--- config.mk ---
export PLATFORM = sky130hd
export DESIGN_NAME = arc_ack_gen_flat
export DESIGN_NICKNAME = d
export VERILOG_FILES = /design/src/rtl/arc_hs_pkg.sv /design/src/rtl/arc_ack_gen_if.sv /design/src/rtl/rr_arbiter.sv /design/src/rtl/arc_ack_gen.sv /design/src/flat_wrapper.sv
export SDC_FILE = /design/constraint.sdc
export NUM_CORES = 1
export LEC_CHECK = 0
export ABC_CLOCK_PERIOD_IN_PS = 3800
export BUFFER_PORTS_ARGS = -buffer_cell sky130_fd_sc_hd__buf_4
export CAP_MARGIN = 0
export CORE_ASPECT_RATIO = 2
export CORE_MARGIN = 1
export CORE_UTILIZATION = 60
export CTS_CLUSTER_SIZE = 16
export DETAILED_ROUTE_END_ITERATION = 10
export MAX_ROUTING_LAYER = met4
export PLACE_DENSITY = 0.85
export SYNTH_ARGS = -nofsm -noshare
export SYNTH_HDL_FRONTEND = slang
export SYNTH_HIERARCHICAL = 1
export SYNTH_SLANG_ARGS = --single-unit
--- constraint.sdc ---
create_clock -name clk -period 3.8 [get_ports clk]
set_clock_uncertainty 0.15 [all_clocks]
set_input_delay 0.57 -clock clk [delete_from_list [all_inputs] [get_ports clk]]
set_output_delay 0.57 -clock clk [all_outputs]
set_load 0.01 [all_outputs]
--- src/rtl/arc_hs_pkg.sv ---
// arc_hs_pkg: shared state encoding and mode constants for the ARC handshake ack engine
package arc_hs_pkg;
    typedef enum logic [1:0] {
        IDLE    = 2'd0,
        WAIT    = 2'd1,
        ACK     = 2'd2,
        RELEASE = 2'd3
    } state_t;
    localparam logic MODE_REQ      = 1'b0;
    localparam logic MODE_PERIODIC = 1'b1;
endpackage

--- src/rtl/arc_ack_gen_if.sv ---
// arc_ack_gen_if: requester/config inputs and acknowledge outputs of the ack engine
interface arc_ack_gen_if #(
    parameter int NCH       = 2,
    parameter int CNT_W     = 8,
    parameter int ID_W      = 1,
    parameter int CNT_OUT_W = 16
);
    logic                 enable;
    logic                 mode;
    logic [NCH-1:0]       req;
    logic [CNT_W-1:0]     wait_cfg;
    logic [CNT_W-1:0]     pulse_cfg;
    logic [NCH-1:0]       ack;
    logic                 busy;
    logic [ID_W-1:0]      grant_id;
    logic [CNT_OUT_W-1:0] pulse_count;
    modport master (output enable, mode, req, wait_cfg, pulse_cfg, input ack, busy, grant_id, pulse_count);
    modport slave  (input enable, mode, req, wait_cfg, pulse_cfg, output ack, busy, grant_id, pulse_count);
endinterface

--- src/rtl/rr_arbiter.sv ---
// rr_arbiter: combinational round-robin pick of the first set mask bit after ptr
module rr_arbiter #(
    parameter int NCH  = 2,
    parameter int ID_W = 1
) (
    input  logic [NCH-1:0]  req,
    input  logic [ID_W-1:0] ptr,
    output logic [ID_W-1:0] pick,
    output logic            valid
);
    // scan farthest offset first so the nearest set bit after ptr wins
    always_comb begin
        pick  = '0;
        valid = 1'b0;
        for (int i = NCH; i >= 1; i--) begin
            if (req[(int'(ptr) + i) % NCH]) begin
                pick  = ID_W'((int'(ptr) + i) % NCH);
                valid = 1'b1;
            end
        end
    end
endmodule

--- src/rtl/arc_ack_gen.sv ---
// arc_ack_gen: programmable wait-state / pulse-length acknowledge engine with round-robin grant
module arc_ack_gen
    import arc_hs_pkg::*;
#(
    parameter int NCH       = 2,
    parameter int CNT_W     = 8,
    parameter int ID_W      = 1,
    parameter int CNT_OUT_W = 16
) (
    input logic          clk,
    input logic          rst,
    arc_ack_gen_if.slave bus
);
    state_t               state, state_d;
    logic [CNT_W-1:0]     cnt, cnt_d, pulse_q, pulse_d;
    logic [ID_W-1:0]      rr_ptr, rr_d, grant, grant_d, win, nxt;
    logic [NCH-1:0]       ack, ack_d, mask;
    logic [CNT_OUT_W-1:0] pcount, pcount_d;
    logic                 mode_q, mode_d, win_valid;
    // periodic mode ignores req, so every channel is a candidate
    assign mask = (bus.mode == MODE_PERIODIC) ? '1 : bus.req;
    assign nxt  = (rr_ptr == ID_W'(NCH - 1)) ? '0 : rr_ptr + ID_W'(1);
    rr_arbiter #(.NCH(NCH), .ID_W(ID_W)) u_arb (
        .req   (mask),
        .ptr   (rr_ptr),
        .pick  (win),
        .valid (win_valid)
    );
    always_ff @(posedge clk or posedge rst) begin
        if (rst) begin
            state   <= IDLE;
            cnt     <= '0;
            pulse_q <= '0;
            rr_ptr  <= ID_W'(NCH - 1);
            grant   <= '0;
            ack     <= '0;
            pcount  <= '0;
            mode_q  <= MODE_REQ;
        end else begin
            state   <= state_d;
            cnt     <= cnt_d;
            pulse_q <= pulse_d;
            rr_ptr  <= rr_d;
            grant   <= grant_d;
            ack     <= ack_d;
            pcount  <= pcount_d;
            mode_q  <= mode_d;
        end
    end
    always_comb begin
        state_d  = state;
        cnt_d    = cnt;
        pulse_d  = pulse_q;
        rr_d     = rr_ptr;
        grant_d  = grant;
        ack_d    = ack;
        pcount_d = pcount;
        mode_d   = mode_q;
        case (state)
            IDLE: if (bus.enable && win_valid) begin
                state_d = WAIT;
                grant_d = win;
                rr_d    = win;
                cnt_d   = bus.wait_cfg;
                pulse_d = bus.pulse_cfg;
                mode_d  = bus.mode;
            end
            WAIT: if (!bus.enable || (mode_q == MODE_REQ && !bus.req[grant])) begin
                state_d = IDLE;
            end else if (cnt == '0) begin
                state_d  = ACK;
                cnt_d    = (pulse_q == '0) ? '0 : pulse_q - CNT_W'(1);
                pcount_d = pcount + CNT_OUT_W'(1);
                ack_d    = NCH'(1) << grant;
            end else begin
                cnt_d = cnt - CNT_W'(1);
            end
            ACK: if (cnt == '0) begin
                ack_d = '0;
                if (mode_q == MODE_REQ) begin
                    state_d = RELEASE;
                end else if (!bus.enable) begin
                    state_d = IDLE;
                end else begin
                    state_d = WAIT;
                    grant_d = nxt;
                    rr_d    = nxt;
                    cnt_d   = bus.wait_cfg;
                    pulse_d = bus.pulse_cfg;
                end
            end else begin
                cnt_d = cnt - CNT_W'(1);
            end
            RELEASE: if (!bus.req[grant]) state_d = IDLE;
        endcase
    end
    assign bus.ack         = ack;
    assign bus.busy        = state != IDLE;
    assign bus.grant_id    = grant;
    assign bus.pulse_count = pcount;
endmodule

--- src/flat_wrapper.sv ---
// flat-port wrapper written by rule: the top's interface ports become plain ports
module arc_ack_gen_flat import arc_hs_pkg::*;
#(
    parameter int NCH       = 2,
    parameter int CNT_W     = 8,
    parameter int ID_W      = 1,
    parameter int CNT_OUT_W = 16
)
  (clk, rst, bus_enable, bus_mode, bus_req, bus_wait_cfg, bus_pulse_cfg, bus_ack, bus_busy, bus_grant_id, bus_pulse_count);
  arc_ack_gen_if #(.NCH(NCH), .CNT_W(CNT_W), .ID_W(ID_W), .CNT_OUT_W(CNT_OUT_W)) bus_i ();
  input logic clk;
  input logic rst;
  input wire logic [$bits(bus_i.enable)-1:0] bus_enable;
  input wire logic [$bits(bus_i.mode)-1:0] bus_mode;
  input wire logic [$bits(bus_i.req)-1:0] bus_req;
  input wire logic [$bits(bus_i.wait_cfg)-1:0] bus_wait_cfg;
  input wire logic [$bits(bus_i.pulse_cfg)-1:0] bus_pulse_cfg;
  output wire logic [$bits(bus_i.ack)-1:0] bus_ack;
  output wire logic [$bits(bus_i.busy)-1:0] bus_busy;
  output wire logic [$bits(bus_i.grant_id)-1:0] bus_grant_id;
  output wire logic [$bits(bus_i.pulse_count)-1:0] bus_pulse_count;
  assign bus_i.enable = bus_enable;
  assign bus_i.mode = bus_mode;
  assign bus_i.req = bus_req;
  assign bus_i.wait_cfg = bus_wait_cfg;
  assign bus_i.pulse_cfg = bus_pulse_cfg;
  assign bus_ack = bus_i.ack;
  assign bus_busy = bus_i.busy;
  assign bus_grant_id = bus_i.grant_id;
  assign bus_pulse_count = bus_i.pulse_count;
  arc_ack_gen #(.NCH(NCH), .CNT_W(CNT_W), .ID_W(ID_W), .CNT_OUT_W(CNT_OUT_W)) u_core (.clk(clk), .rst(rst), .bus(bus_i));
endmodule
; ---- Yosys cells after proc, flatten, opt, wreduce, memory -nomap -nowiden
; Cells that the tools add are included.
[word_totals]
regBits = 39
in_bits = 22
output_inout_bits = 20
elab_cells = 97
[classes]
n_addsub = 6
n_lt_le_gt_ge = 3
n_eq_ne = 13
shift = 1
mux = 44
n_bitwise = 4
n_reduce_logical = 18
[op_table]
columns = op, n
row1 = two-way mux 8 bit, 11
row2 = one-hot mux 8 bit (3 select lines), 1
row3 = two-way mux 2 bit, 10
row4 = two-way mux 1 bit, 18
row5 = "adder 16 x 1 -> 16 bit, second input constant", 1
row6 = zero test 8 bit, 2
row7 = one-hot mux 8 bit (2 select lines), 1
row8 = "subtractor 8 x 1 -> 8 bit, second input constant", 2
row9 = AND reduction 5 bit, 2
row10 = "inequality test 2 x 1 -> 1 bit, second input constant", 4
row11 = one-hot mux 2 bit (4 select lines), 1
row12 = AND reduction 4 bit, 2
row13 = "less-than comparator 2 x 3 -> 1 bit, second input constant", 2
row14 = "inequality test 2 bit, second input constant", 3
row15 = nonzero test 2 bit, 3
row16 = "== test 2 bit, second input constant", 2
row17 = one-hot mux 2 bit (2 select lines), 1
row18 = "adder 1 bit, second input constant", 3
row19 = "inequality test 3 x 1 -> 1 bit, second input constant", 1
row20 = "inequality test 3 x 2 -> 1 bit, second input constant", 1
row21 = "inequality test 3 bit, second input constant", 1
row22 = AND reduction 3 bit, 1
row23 = nonzero test 3 bit, 1
row24 = "AND 1 bit, first input constant", 2
row25 = 10 further kinds, 13

; ---- Depth between registers and ports, before layout
; Gate-level depths: netlist of run 1.
[depth]
ltp_word = 10
depth_mapped = 9

; ---- Hierarchy
; The synthesis of run 1 kept the hierarchy.
[by_module_without_submodules]
columns = mod, instances, cells_each, area_per_inst_um2
row1 = arc_ack_gen, 1, 254, 2399.8
row2 = rr_arbiter, 1, 2, 13.8

; ---- Least setup slack after synthesis of run 1
; No wires, ideal clock.
[synth_timing]
path_kind = input to register
start = input port bus_req[1]
end = register u_core.pulse_q[2]
arrival_time_ns = 1.833
path_slack_ns = 1.690
path_stages = 6
n_path_buf = 1
path_cell_list = or2_2 > or2_1 > mux2i_1 > nor3_2 > buf_4 > mux2_1
[synth_between]
elab_chain_len = 9
word_cells_on_any_way = 12
cone_classes = eq/ne (1) / mux (9) / reduce/logical (2)
[synth_rtl]
columns = item, line
row1 = "start, declared", flat_wrapper.sv:15  ; input wire logic [$bits(bus_i.req)-1:0] bus_req;
row2 = two-way mux 2 bit (*), arc_ack_gen.sv:21  ; assign mask = (bus.mode == MODE_PERIODIC) ? '1 : bus.req;
row3 = two-way mux 1 bit (implied by the code) (3 in a row), rr_arbiter.sv:16  ; if (req[(int'(ptr) + i) % NCH]) begin
row4 = two-way mux 1 bit, rr_arbiter.sv:16
row5 = two-way mux 1 bit (*), rr_arbiter.sv:16
row6 = net u_core.win_valid, arc_ack_gen.sv:19  ; logic mode_q, mode_d, win_valid;
row7 = logical AND 1 bit (*), arc_ack_gen.sv:60  ; IDLE: if (bus.enable && win_valid) begin
row8 = inequality test 2 x 1 -> 1 bit (no line) (*), n/a
row9 = AND reduction 5 bit (no line) (*), n/a
row10 = "end signal, assigned", arc_ack_gen.sv:42  ; pulse_q <= pulse_d;
row11 = "end, declared", arc_ack_gen.sv:15  ; logic [CNT_W-1:0] cnt, cnt_d, pulse_q, pulse_d;
; The timed path passes the listed nets; every way through them passes the cells marked *. The select of a mux whose other input is x is not followed.
; A chain may end at the register's enable or synchronous reset.

; ---- Worst setup path after layout of run 1
[layout_timing]
start = register u_core.cnt[3]
end = register u_core.pulse_q[6]
[layout_between]
elab_chain_len = 3
[layout_rtl]
columns = item, line
row1 = "start, declared", arc_ack_gen.sv:15
row2 = "start signal, assigned", arc_ack_gen.sv:41  ; cnt <= cnt_d;
row3 = zero test 8 bit, arc_ack_gen.sv:78  ; ACK: if (cnt == '0) begin
row4 = inequality test 2 x 1 -> 1 bit (no line), n/a
row5 = AND reduction 5 bit (no line), n/a
; Every way passes these cells.

==> impl_metrics.csv, run 1 <==
group,metric,value,unit
synthesis,synth_top_family_by_area,"simple AND/OR/NAND/NOR gates",
detailed_routing,routed_via_density,6.08,
run_status,status,"finished clean",
final_layout,final_cells,348,
timing,slew_headroom,44.5,%
cts,hold_buffers,0,
placement,gp_congestion,0.936,
detailed_routing,wl_per_cell,16.7,um
pwr,vdd_drop_max,0.469,mV
die,die_w,46.8,um
detailed_routing,drt_pass1_iterations,4,
grt,first_global_vias,2115,
synthesis,async_flop_share,100,%
die,ioPinCount,42,
cts,numCtsBuffers,5,
synthesis,ys.flop_type,"dfrtp_1",
cts,insertion_delay,290,ps
grt,use_met2,55.0,%
synthesis,synth_area_per_cell,9.43,um^2
die,start_util,62.8,%
grt,overflow,0,
setup_path,setup.worst_path.start_class,"flip-flop",
synthesis,synth_nets,288,
synthesis,ys_ff_latch,39,
cts,clk_pin_slew,80,ps
timing,report.final.slew_viol_count,0,
detailed_routing,routed_wirelength,5.80,mm
cts,cts_setup_buffers,0,
timing,rsz0062_at_grt,"false",
final_layout,drive_gt1_share,23.2,%
synthesis,ys_types,51,
synthesis,yosysSeqAreaShare,40.5,%
synthesis,synth_xor_area_share,8.35,%
job,drv_cap,0,
placement,numPortBuffers,41,
grt,busiest_layer,"met2",
grt,antenna_found_initial,0,
setup_path,worst_r2r_path_depth,4,
setup_path,r2r_start,"u_core/cnt[3]$_DFFE_PP0P_",
placement,place_hpwl,4.55,mm
setup_path,ff2ff_setup_slack,1060,ps
detailed_routing,vias,2116,
timing,setup_viol,0,
die,rows,32,
cts,cts_tree,"done",
timing,min_period_over_period,72.1,%
grt,grt_max_degree,22,
synthesis,synthSimpleGateAreaFrac,22.4,%
placement,placed_cells,340,
synthesis,yosys.area_share.adder,5.18,%
placement,post_dp_cell_area,0.00275,mm^2
timing,fmax,365,MHz
detailed_routing,final_antenna_net_count,0,
final_layout,final_area,0.00287,mm^2
die,die_h,91.7,um
synthesis,synthesis.area,0.00241,mm^2
timing,hold_violations,0,
synthesis,synth_compound_area_share,14.0,%
cts,postCtsResizedCells,0,
setup_path,critPathRequiredTime,3830,ps
die,die-area,0.00430,mm^2
die,coreArea,0.00384,mm^2
setup_path,worst_r2r_endpoint,"u_core/pulse_q[6]$_DFFE_PP0P_",
cts,cts_num_sinks,39,
final_layout,layout.nets,328,
final_layout,diodes,0,
timing,worst_pin_slew,827,ps
setup_path,worstSetupEndpointType,"flip-flop",
synthesis,syn_inst,256,
setup_path,crit_type,"flip-flop to flip-flop",
grt,groute.usage.overall,30.3,%
timing,period_minus_slack,2740,ps
grt,grt_first_pass_wirelength,9.09,mm
synthesis,yosys_warnings,6,
detailed_routing,drc_errors,0,
setup_path,arrival,2770,ps
synthesis,synth.area.mux_share,5.44,%
cts,cts_buffer_depth,2,
timing,setup_tns,0,ps
final_layout,area_growth_syn_to_layout,18.7,%
cts,htree_levels,2,
grt,use_met1,26.0,%
timing,fin_hold_ws,260,ps
pwr,p_leak,1.34,nW
grt,grtUsageMet3,4.33,%
detailed_routing,first_iter_violations,50,
pwr,power.density,663,mW/mm^2
cts,cts-root-buf,"clkbuf_8",
min_path,hp-class,"input port to async pin",
setup_path,critPathMaxFanout,13,
synthesis,synth_edf_count,0,
synthesized netlist by cell type, types with 3 or more instances:
master,instances,area [um^2]
xor2_1,8,70.1
nor3_2,3,30.0
nor3_1,4,20.0
and3_1,4,25.0
nand2_1,28,105
dfrtp_1,38,951
o21ai_0,10,50.1
clkbuf_1,5,18.8
o211ai_1,5,37.5
mux2_2,5,56.3
nand3_1,13,65.1
a21oi_1,10,50.1
nand4_1,6,37.5
mux2_1,4,45.0
o31ai_1,6,45.0
nor4_1,3,18.8
nor2_1,22,82.6
buf_2,3,15.0
a31oi_1,3,18.8
mux2i_1,3,30.0
nor3b_1,3,22.5
inv_1,12,45.0
and4_1,3,26.3
xnor2_1,15,131
ha_1,10,125
report_power, final:
part | internal, mW | total [mW] | switching [mW]
registers | 0.542 | 0.712 | 0.171
clock network | 0.212 | 0.354 | 0.142
logic | 0.368 | 0.833 | 0.465
total | 1.12 | 1.90 | 0.778
stage by stage:
step,power [mW],worst slack [ps],util (%)
after global routing,2.02,905,74.5
after floorplan,1.32,1690,-
after global placement,1.50,1120,71.5
final,1.90,1060,74.5
after CTS,1.90,1040,74.5
after detailed placement,1.54,1070,71.5
placed cells by master (no fill, tap or decap), types with 2 or more instances in the layout:
master    instances
dfrtp_1          38
mux2_1            4
a21oi_1          10
and3_1            4
buf_4            43
and4_1            3
nor4_1            3
mux2_2            5
nor3b_1           3
mux2i_1           3
o31ai_1           6
nor3_1            4
nand2_1          28
clkbuf_8          6
a31oi_1           3
xor2_1            8
ha_1             10
a22o_1            2
nor4_4            2
o211ai_1          5
nand4_1           6
inv_1            12
xnor2_1          15
or2_2             2
nor2_1           22
a22oi_1           2
nor3_2            3
o21ai_0          10
nand3_1          13
layer usage:
| layer | vias to the layer above | share of wire, % |
|---|---|---|
| li1 | 985 | - |
| met1 | 1024 | 34 |
| met2 | 85 | 58 |
| met3 | 22 | 3.5 |
| met4 | 0 | 4.8 |
| met5 | - | 0 |
state kept, by name (all words and copies together), names as in the netlist:
signal,cells
u_core/mode_q,1
u_core/bus.pulse_count,16
u_core/bus.grant_id,1
u_core/cnt,8
u_core/bus.ack,2
u_core/pulse_q,8
u_core/state,2
u_core/rr_ptr,1
logic make-up (layout without fill, tap and decap cells):
| kind of cell | after synthesis | after routing |
|---|---|---|
| buffers and inverters | 22 | 63 |
| and+or+nand+nor | 100 | 100 |
| adders and majority gates | 10 | 10 |
| DFF | 39 | 39 |
| xor gates and xnor gates | 23 | 23 |
| AOI/OAI and AO/OA | 50 | 50 |
| muxes | 12 | 12 |
critical path, cell delays in order (launching register included):
cell	delay [ps]
dfrtp_1	470
nor4_4	640
a31oi_1	240
nor3_2	710
mux2_2	410
worst max path at each step:
stage                                    end  cells past startpoint                       from
5_1_grt        u_core/pulse_q[6]$_DFFE_PP0P_                      4  u_core/cnt[3]$_DFFE_PP0P_
3_5_place_dp   u_core/pulse_q[5]$_DFFE_PP0P_                      4  u_core/cnt[3]$_DFFE_PP0P_
6_report       u_core/pulse_q[6]$_DFFE_PP0P_                      4  u_core/cnt[3]$_DFFE_PP0P_
2_1_floorplan  u_core/pulse_q[2]$_DFFE_PP0P_                      6                 bus_req[1]
4_1_cts        u_core/pulse_q[6]$_DFFE_PP0P_                      4  u_core/cnt[3]$_DFFE_PP0P_
3_3_place_gp   u_core/pulse_q[5]$_DFFE_PP0P_                      4  u_core/cnt[3]$_DFFE_PP0P_
area by class of cell:
class	instances	area (um^2)
Inverter	12	45.0
Fill cell	322	978
Clock buffer	6	82.6
Sequential cell	39	977
Tap cell	51	63.8
Timing Repair Buffer	43	323
Clock inverter	2	35.0
Multi-Input combinational cell	195	1340
Power figures use the tool's default switching activity.
==> inputs of run 2 (changes only) <==
--- a/config.mk
+++ b/config.mk
@@ -5,16 +5,16 @@
 export SDC_FILE = /design/constraint.sdc
 export NUM_CORES = 1
 export LEC_CHECK = 0
-export ABC_CLOCK_PERIOD_IN_PS = 3800
+export ABC_CLOCK_PERIOD_IN_PS = 2800
 export BUFFER_PORTS_ARGS = -buffer_cell sky130_fd_sc_hd__buf_4
 export CAP_MARGIN = 0
 export CORE_ASPECT_RATIO = 2
 export CORE_MARGIN = 1
-export CORE_UTILIZATION = 60
+export CORE_UTILIZATION = 56
 export CTS_CLUSTER_SIZE = 16
 export DETAILED_ROUTE_END_ITERATION = 10
 export MAX_ROUTING_LAYER = met4
-export PLACE_DENSITY = 0.85
+export PLACE_DENSITY = 0.8
 export SYNTH_ARGS = -nofsm -noshare
 export SYNTH_HDL_FRONTEND = slang
 export SYNTH_HIERARCHICAL = 1
==> constraint.sdc (replaced) <==
create_clock -name clk -period 2.8 [get_ports clk]
set_clock_uncertainty 0.15 [all_clocks]
set_input_delay 0.42 -clock clk [delete_from_list [all_inputs] [get_ports clk]]
set_output_delay 0.42 -clock clk [all_outputs]
set_load 0.01 [all_outputs]
==> run 2 against run 1 <==
Total power grew 33%. Cell area grew 0.74%. Sequential power up 35%. Combinational power up 38%. Die area rose by 6.9%. First-iteration DRC count rose by 26%. Routed wire length fell by 3.6%. Cell count rose by 1.7%. Worst setup slack got worse by 720 ps. Sequential cell count unchanged.
==> impl_metrics.csv, run 2 (same netlist as run 1, synthesis figures left out) <==
group,metric,value,unit
min_path,hp-class,"input port to async pin",
setup_path,crit_type,"flip-flop to flip-flop",
placement,gp_congestion,0.947,
timing,hold_violations,0,
timing,worst_slack,344,ps
final_layout,final.fill_count,338,
die,die-area,0.00459,mm^2
grt,grt_first_pass_wirelength,9.10,mm
final_layout,largest_register_ffs,16,
detailed_routing,wl_per_cell,15.8,um
final_layout,ff_latch_area,977,um^2
setup_path,worstSetupPathDepth,6,
detailed_routing,first_iter_violations,63,
pwr,power.density,876,mW/mm^2
setup_path,cpLargestDelayFamily,"simple AND/OR/NAND/NOR gates",
die,coreArea,0.00413,mm^2
grt,antenna_found_initial,0,
grt,first_global_vias,2074,
timing,worst_pin_slew,797,ps
setup_path,worstSetupEndpointType,"flip-flop",
setup_path,critPathLaunch,"u_core/cnt[0]$_DFFE_PP0P_",
pwr,p_sw_share,41.4,%
die,die_h,94.8,um
cts,numCtsBuffers,5,
detailed_routing,vias,2079,
pwr,power.switching,1.05,mW
final_layout,area_growth_syn_to_layout,19.6,%
cts,insertion_delay,290,ps
detailed_routing,routed_wirelength,5.60,mm
pwr,finalPower,2.53,mW
timing,rsz0062_at_grt,"false",
setup_path,crit_path_top_delay_cell,"nor3_2",
run_status,status,"finished clean",
cts,cts-root-buf,"clkbuf_8",
timing,slew_headroom,46.6,%
placement,place_hpwl,4.34,mm
pwr,p_int,1.48,mW
setup_path,slowest_delay,670,ps
pwr,p_leak,1.35,nW
cts,hold_buffers,0,
setup_path,critPathMaxFanout,12,
grt,grt_max_degree,40,
pwr,pwr-share-clk,16.4,%
die,ioPinCount,42,
timing,setup_viol,0,
die,start_util,58.5,%
detailed_routing,final_antenna_net_count,0,
detailed_routing,maxUsedRoutingLayer,"met4",
setup_path,arrival,2480,ps
final_layout,layout_common_cells,"buf_4, dfrtp_1, nand2_1",
timing,fin_hold_ws,102,ps
placement,numPortBuffers,41,
timing,setup_tns,0,ps
timing,fmax,407,MHz
setup_path,critPathRequiredTime,2830,ps
detailed_routing,wl_met1,1.96,mm
timing,period_minus_slack,2460,ps
cts,cts_tree,"done",
timing,report.final.slew_viol_count,0,
die,die_w,48.4,um
grt,groute.usage.overall,27.6,%
setup_path,worst_r2r_path_depth,6,
detailed_routing,routed_via_density,5.87,
setup_path,setup.worst_path.start_class,"flip-flop",
final_layout,post-route-util,69.9,%
detailed_routing,wl_met2,3.28,mm
cts,cts_buffer_depth,2,
die,rows,33,
final_layout,final_common_cell,"buf_4",
job,drv_cap,0,
detailed_routing,route.met3.wl,188,um
detailed_routing,drt_pass1_iterations,4,
final_layout,multi_input_area,0.00134,mm^2
timing,min_period_over_period,87.7,%
detailed_routing,drc_errors,0,
placement,post-place-ws,305,ps
grt,overflow,0,
pwr,vdd_drop_max,0.603,mV
pwr,p_comb_share,45.6,%
cts,cts_num_sinks,39,
setup_path,cp_num_buf_inv,1,
pwr,seqPwrFrac,38.0,%
final_layout,diodes,0,
setup_path,r2r_start,"u_core/cnt[0]$_DFFE_PP0P_",
final_layout,drive_gt1_share,24.2,%
final_layout,layout.nets,333,
cts,cts_setup_buffers,0,
cts,postCtsResizedCells,0,
setup_path,path_cells,"inv_1, ha_1, nor3b_2, a31oi_1, nor3_2, mux2_2",
cts,htree_levels,2,
cts,clk_pin_slew,80,ps
==> run 2: changes by cell type in the layout (fill, tap and decap cells not counted) <==
cell,previous run,this run
buf_4,43,48
bufinv_16,1,0
clkbuf_1,0,1
clkbuf_8,6,7
clkinv_2,1,0
==> run 2: worst paths after layout <==
| kind | slack (ps) | endpoint |
|---|---|---|
| setup / recovery | 340 | u_core/pulse_q[5]$_DFFE_PP0P_ |
| hold / removal | 100 | u_core/mode_q$_DFFE_PP0P_ |
| setup reg to reg | 340 | u_core/pulse_q[5]$_DFFE_PP0P_ |
| hold reg to reg | 330 | u_core/bus.pulse_count[15]$_DFFE_PP0P_ |
| max in group asynchronous | 2040 | u_core/rr_ptr$_DFFE_PP1P_ |
| min in group clk | 180 | u_core/pulse_q[0]$_DFFE_PP0P_ |
==> run 2: cell type report <==
type	count	share of cell area, %
multi-input combinational	195	46.4
clock buffer	8	3.47
timing repair buffer	48	12.5
inverter	12	1.56
tap	52	2.25
sequential	39	33.9
==> run 2: per-layer routing <==
| metal | GRT usage [%] | vias up |
|---|---|---|
| met1 | 24.3 | 1009 |
| li1 | - | 995 |
| met3 | 4.67 | 14 |
| met5 | - | - |
| met4 | 12.5 | 0 |
| met2 | 55.3 | 61 |
==> run 2: power by group through the flow <==
stage / Clock, mW / Sequential [mW] / Combinational, mW
floorplan: 0 / 0.921 / 0.866
global placement: 0 / 0.964 / 1.12
detailed placement: 0 / 0.975 / 1.14
CTS: 0.426 / 0.963 / 1.15
global route: 0.448 / 0.990 / 1.28
finish: 0.416 / 0.960 / 1.15
==> run 2: worst reg2reg max path, delay by kind of cell, from the launching register on <==
family                   cells  cell delay, ps
AO/OA/AOI/OAI                1             150
flip-flops                   1             420
adder cells (fa/ha/maj)      1             200
multiplexers                 1             410
buffers and inverters        1             110
AND/OR/NAND/NOR              2             900
==> run 2: stage by stage <==
| step | cells | instance area, um^2 |
|---|---|---|
| after global routing | 354 | 2890 |
| after global placement | 346 | 2790 |
| after floorplan | 256 | 2410 |
| after CTS | 354 | 2890 |
| after detailed placement | 346 | 2790 |
| final | 354 | 2890 |
==> inputs of run 3 (changes only) <==
--- a/config.mk
+++ b/config.mk
@@ -6,7 +6,7 @@
 export NUM_CORES = 1
 export LEC_CHECK = 0
 export ABC_CLOCK_PERIOD_IN_PS = 2800
-export BUFFER_PORTS_ARGS = -buffer_cell sky130_fd_sc_hd__buf_4
+export BUFFER_PORTS_ARGS = -buffer_cell sky130_fd_sc_hd__clkbuf_2
 export CAP_MARGIN = 0
 export CORE_ASPECT_RATIO = 2
 export CORE_MARGIN = 1
@@ -17,5 +17,4 @@
 export PLACE_DENSITY = 0.8
 export SYNTH_ARGS = -nofsm -noshare
 export SYNTH_HDL_FRONTEND = slang
-export SYNTH_HIERARCHICAL = 1
 export SYNTH_SLANG_ARGS = --single-unit
==> run 3 against run 2 <==
Critical path depth grew 1. Largest power group unchanged. Register-to-register slack better by 96 ps. Die area is 1.7% lower. Non-clock buffer count down 1. Critical path type unchanged. Total power rose by 5.9%. Via count decreased by 6.3%. Critical endpoint is now u_core.state[1]$_DFFE_PP0P_. Hold slack lost 33 ps.
==> impl_metrics.csv, run 3 <==
group,metric,value,unit
setup_path,arrival,2400,ps
detailed_routing,routed_via_density,5.72,
setup_path,crit_type,"flip-flop to flip-flop",
placement,gp_congestion,0.893,
final_layout,final_common_cell,"clkbuf_2",
setup_path,setup.worst_path.start_class,"flip-flop",
timing,min_period_over_period,84.3,%
pwr,p_leak,1.28,nW
grt,groute.usage.overall,27.5,%
final_layout,drive_gt1_share,23.9,%
timing,period_minus_slack,2360,ps
synthesis,async_flop_share,100,%
synthesis,ys_ff_latch,39,
die,die_h,94.0,um
grt,overflow,0,
timing,slew_headroom,65.9,%
detailed_routing,vias,1949,
job,drv_cap,0,
detailed_routing,drc_errors,0,
pwr,finalPower,2.68,mW
synthesis,synth_area_leader_cell,"dfrtp_1",
detailed_routing,routed_wirelength,5.05,mm
detailed_routing,wl_per_cell,14.8,um
grt,grt_first_pass_wirelength,8.70,mm
cts,cts-root-buf,"clkbuf_8",
cts,cts_setup_buffers,0,
synthesis,yosysSeqAreaShare,41.2,%
die,coreArea,0.00409,mm^2
cts,clk_pin_slew,80,ps
pwr,vdd_drop_max,0.656,mV
final_layout,largest_register_ffs,16,
synthesis,synth_area_leaders,"dfrtp_1, xnor2_1, ha_1",
setup_path,worstSetupEndpointType,"flip-flop",
final_layout,multi_input_area,0.00128,mm^2
cts,insertion_delay,290,ps
final_layout,final_cells,341,
synthesis,ys_types,52,
placement,placed_cells,334,
synthesis,synth_area_per_cell,9.68,um^2
synthesis,synth_nets,278,
synthesis,yosys_warnings,0,
final_layout,area_growth_syn_to_layout,14.7,%
die,ioPinCount,42,
placement,numPortBuffers,41,
timing,hold_violations,0,
final_layout,layout_common_cells,"clkbuf_2, dfrtp_1, nor2_1",
die,die_w,48.0,um
grt,antenna_found_initial,0,
min_path,hp-class,"input port to async pin",
synthesis,synthTopCellsByCount,"dfrtp_1, nor2_1, nand2_1",
detailed_routing,first_iter_violations,58,
grt,first_global_vias,2066,
synthesis,netlist.area_leader.share,40.1,%
grt,grt_max_degree,40,
timing,report.final.slew_viol_count,0,
cts,postCtsResizedCells,0,
cts,cts_buffer_depth,2,
setup_path,ff2ff_setup_slack,440,ps
timing,rsz0062_at_grt,"false",
die,rows,33,
final_layout,layout.nets,322,
detailed_routing,final_antenna_net_count,0,
timing,setup_tns,0,ps
placement,place_hpwl,3.91,mm
die,die-area,0.00452,mm^2
detailed_routing,drt_pass1_iterations,4,
die,start_util,58.0,%
cts,numCtsBuffers,5,
setup_path,worst_r2r_path_depth,7,
synthesis,ys.flop_type,"dfrtp_1",
final_layout,diodes,0,
setup_path,r2r_start,"u_core.state[1]$_DFFE_PP0P_",
final_layout,final.fill_count,339,
synthesis,synthesis.area,0.00237,mm^2
cts,htree_levels,2,
cts,cts_tree,"done",
cts,hold_buffers,0,
run_status,status,"finished clean",
setup_path,worst_r2r_endpoint,"u_core.state[1]$_DFFE_PP0P_",
final_layout,ff_latch_area,977,um^2
setup_path,critPathMaxFanout,10,
timing,setup_viol,0,
synthesis,synth_edf_count,0,
setup_path,critPathRequiredTime,2840,ps
timing,fin_hold_ws,68.7,ps
timing,worst_pin_slew,510,ps
synthesis,syn_inst,245,
pwr,power.density,985,mW/mm^2
timing,fmax,424,MHz
synthesis,synth_most_common_cell,"dfrtp_1",
cts,cts_num_sinks,39,
run 3: cell count changes after synthesis, sizes merged, moves of 4 or more:
cell   delta
o31ai     -4
inv       +4
nand2    -10
nand3     -9
o21ai     +6
run 3: metal layers:
layer | global-route usage [%] | vias to the layer above | wire length, um
li1 | - | 951 | -
met1 | 26.4 | 934 | 1850
met2 | 49.3 | 50 | 2900
met3 | 4.62 | 14 | 137
met4 | 12.3 | 0 | 158
met5 | - | - | 0
run 3: where the power goes:
group          switching, mW  leakage [nW]  total, mW  internal [mW]
sequential             0.206         0.490      0.947          0.741
clock                  0.195        0.0470      0.388          0.193
combinational          0.755         0.744       1.34          0.588
run 3: worst max path at each step:
| stage | from | to | slack, ps |
|---|---|---|---|
| after floorplan | u_core.state[1]$_DFFE_PP0P_ | u_core.bus.pulse_count[12]$_DFFE_PP0P_ | 560 |
| after global placement | u_core.state[1]$_DFFE_PP0P_ | u_core.state[1]$_DFFE_PP0P_ | 540 |
| final | u_core.state[1]$_DFFE_PP0P_ | u_core.state[1]$_DFFE_PP0P_ | 440 |
| after CTS | u_core.state[1]$_DFFE_PP0P_ | u_core.bus.pulse_count[13]$_DFFE_PP0P_ | 440 |
| after detailed placement | u_core.state[1]$_DFFE_PP0P_ | u_core.bus.pulse_count[13]$_DFFE_PP0P_ | 480 |
| after global routing | u_core.state[1]$_DFFE_PP0P_ | u_core.bus.pulse_count[13]$_DFFE_PP0P_ | 250 |
run 3: cells by family (layout without fill, tap and decap cells):
logic type      Yosys count  after routing  share of synthesized area, %
simple gates             79             79                          18.2
buf+inv                  26             70                          4.85
compound gates           55             55                          16.0
flops                    39             39                          41.2
fa+ha+maj                11             11                          5.80
xor+xnor                 25             25                          9.23
mux                      10             10                          4.69
run 3: layout make-up:
| cell class | count | area share, % |
|---|---|---|
| multi-input cells | 180 | 47.1 |
| flip-flops and latches | 39 | 35.9 |
| clock buffers | 6 | 3.04 |
| well taps | 52 | 2.39 |
| clock inverters | 1 | 0.184 |
| repair buffers | 47 | 9.20 |
| inverters | 16 | 2.21 |
run 3: through the flow:
stage,utilization [%],area (um^2),setup slack (ps)
2_1_floorplan,-,2370,559
3_3_place_gp,64.4,2630,536
3_5_place_dp,64.4,2630,478
4_1_cts,66.5,2720,440
5_1_grt,66.5,2720,248
6_report,66.5,2720,441
run 3: critical path, stage by stage, from the launching register on:
cell	delay, ps
dfrtp_1	430
inv_1	120
ha_1	430
o211ai_1	270
nor2b_1	190
o21ai_0	380
a211oi_1	110
a21o_1	180
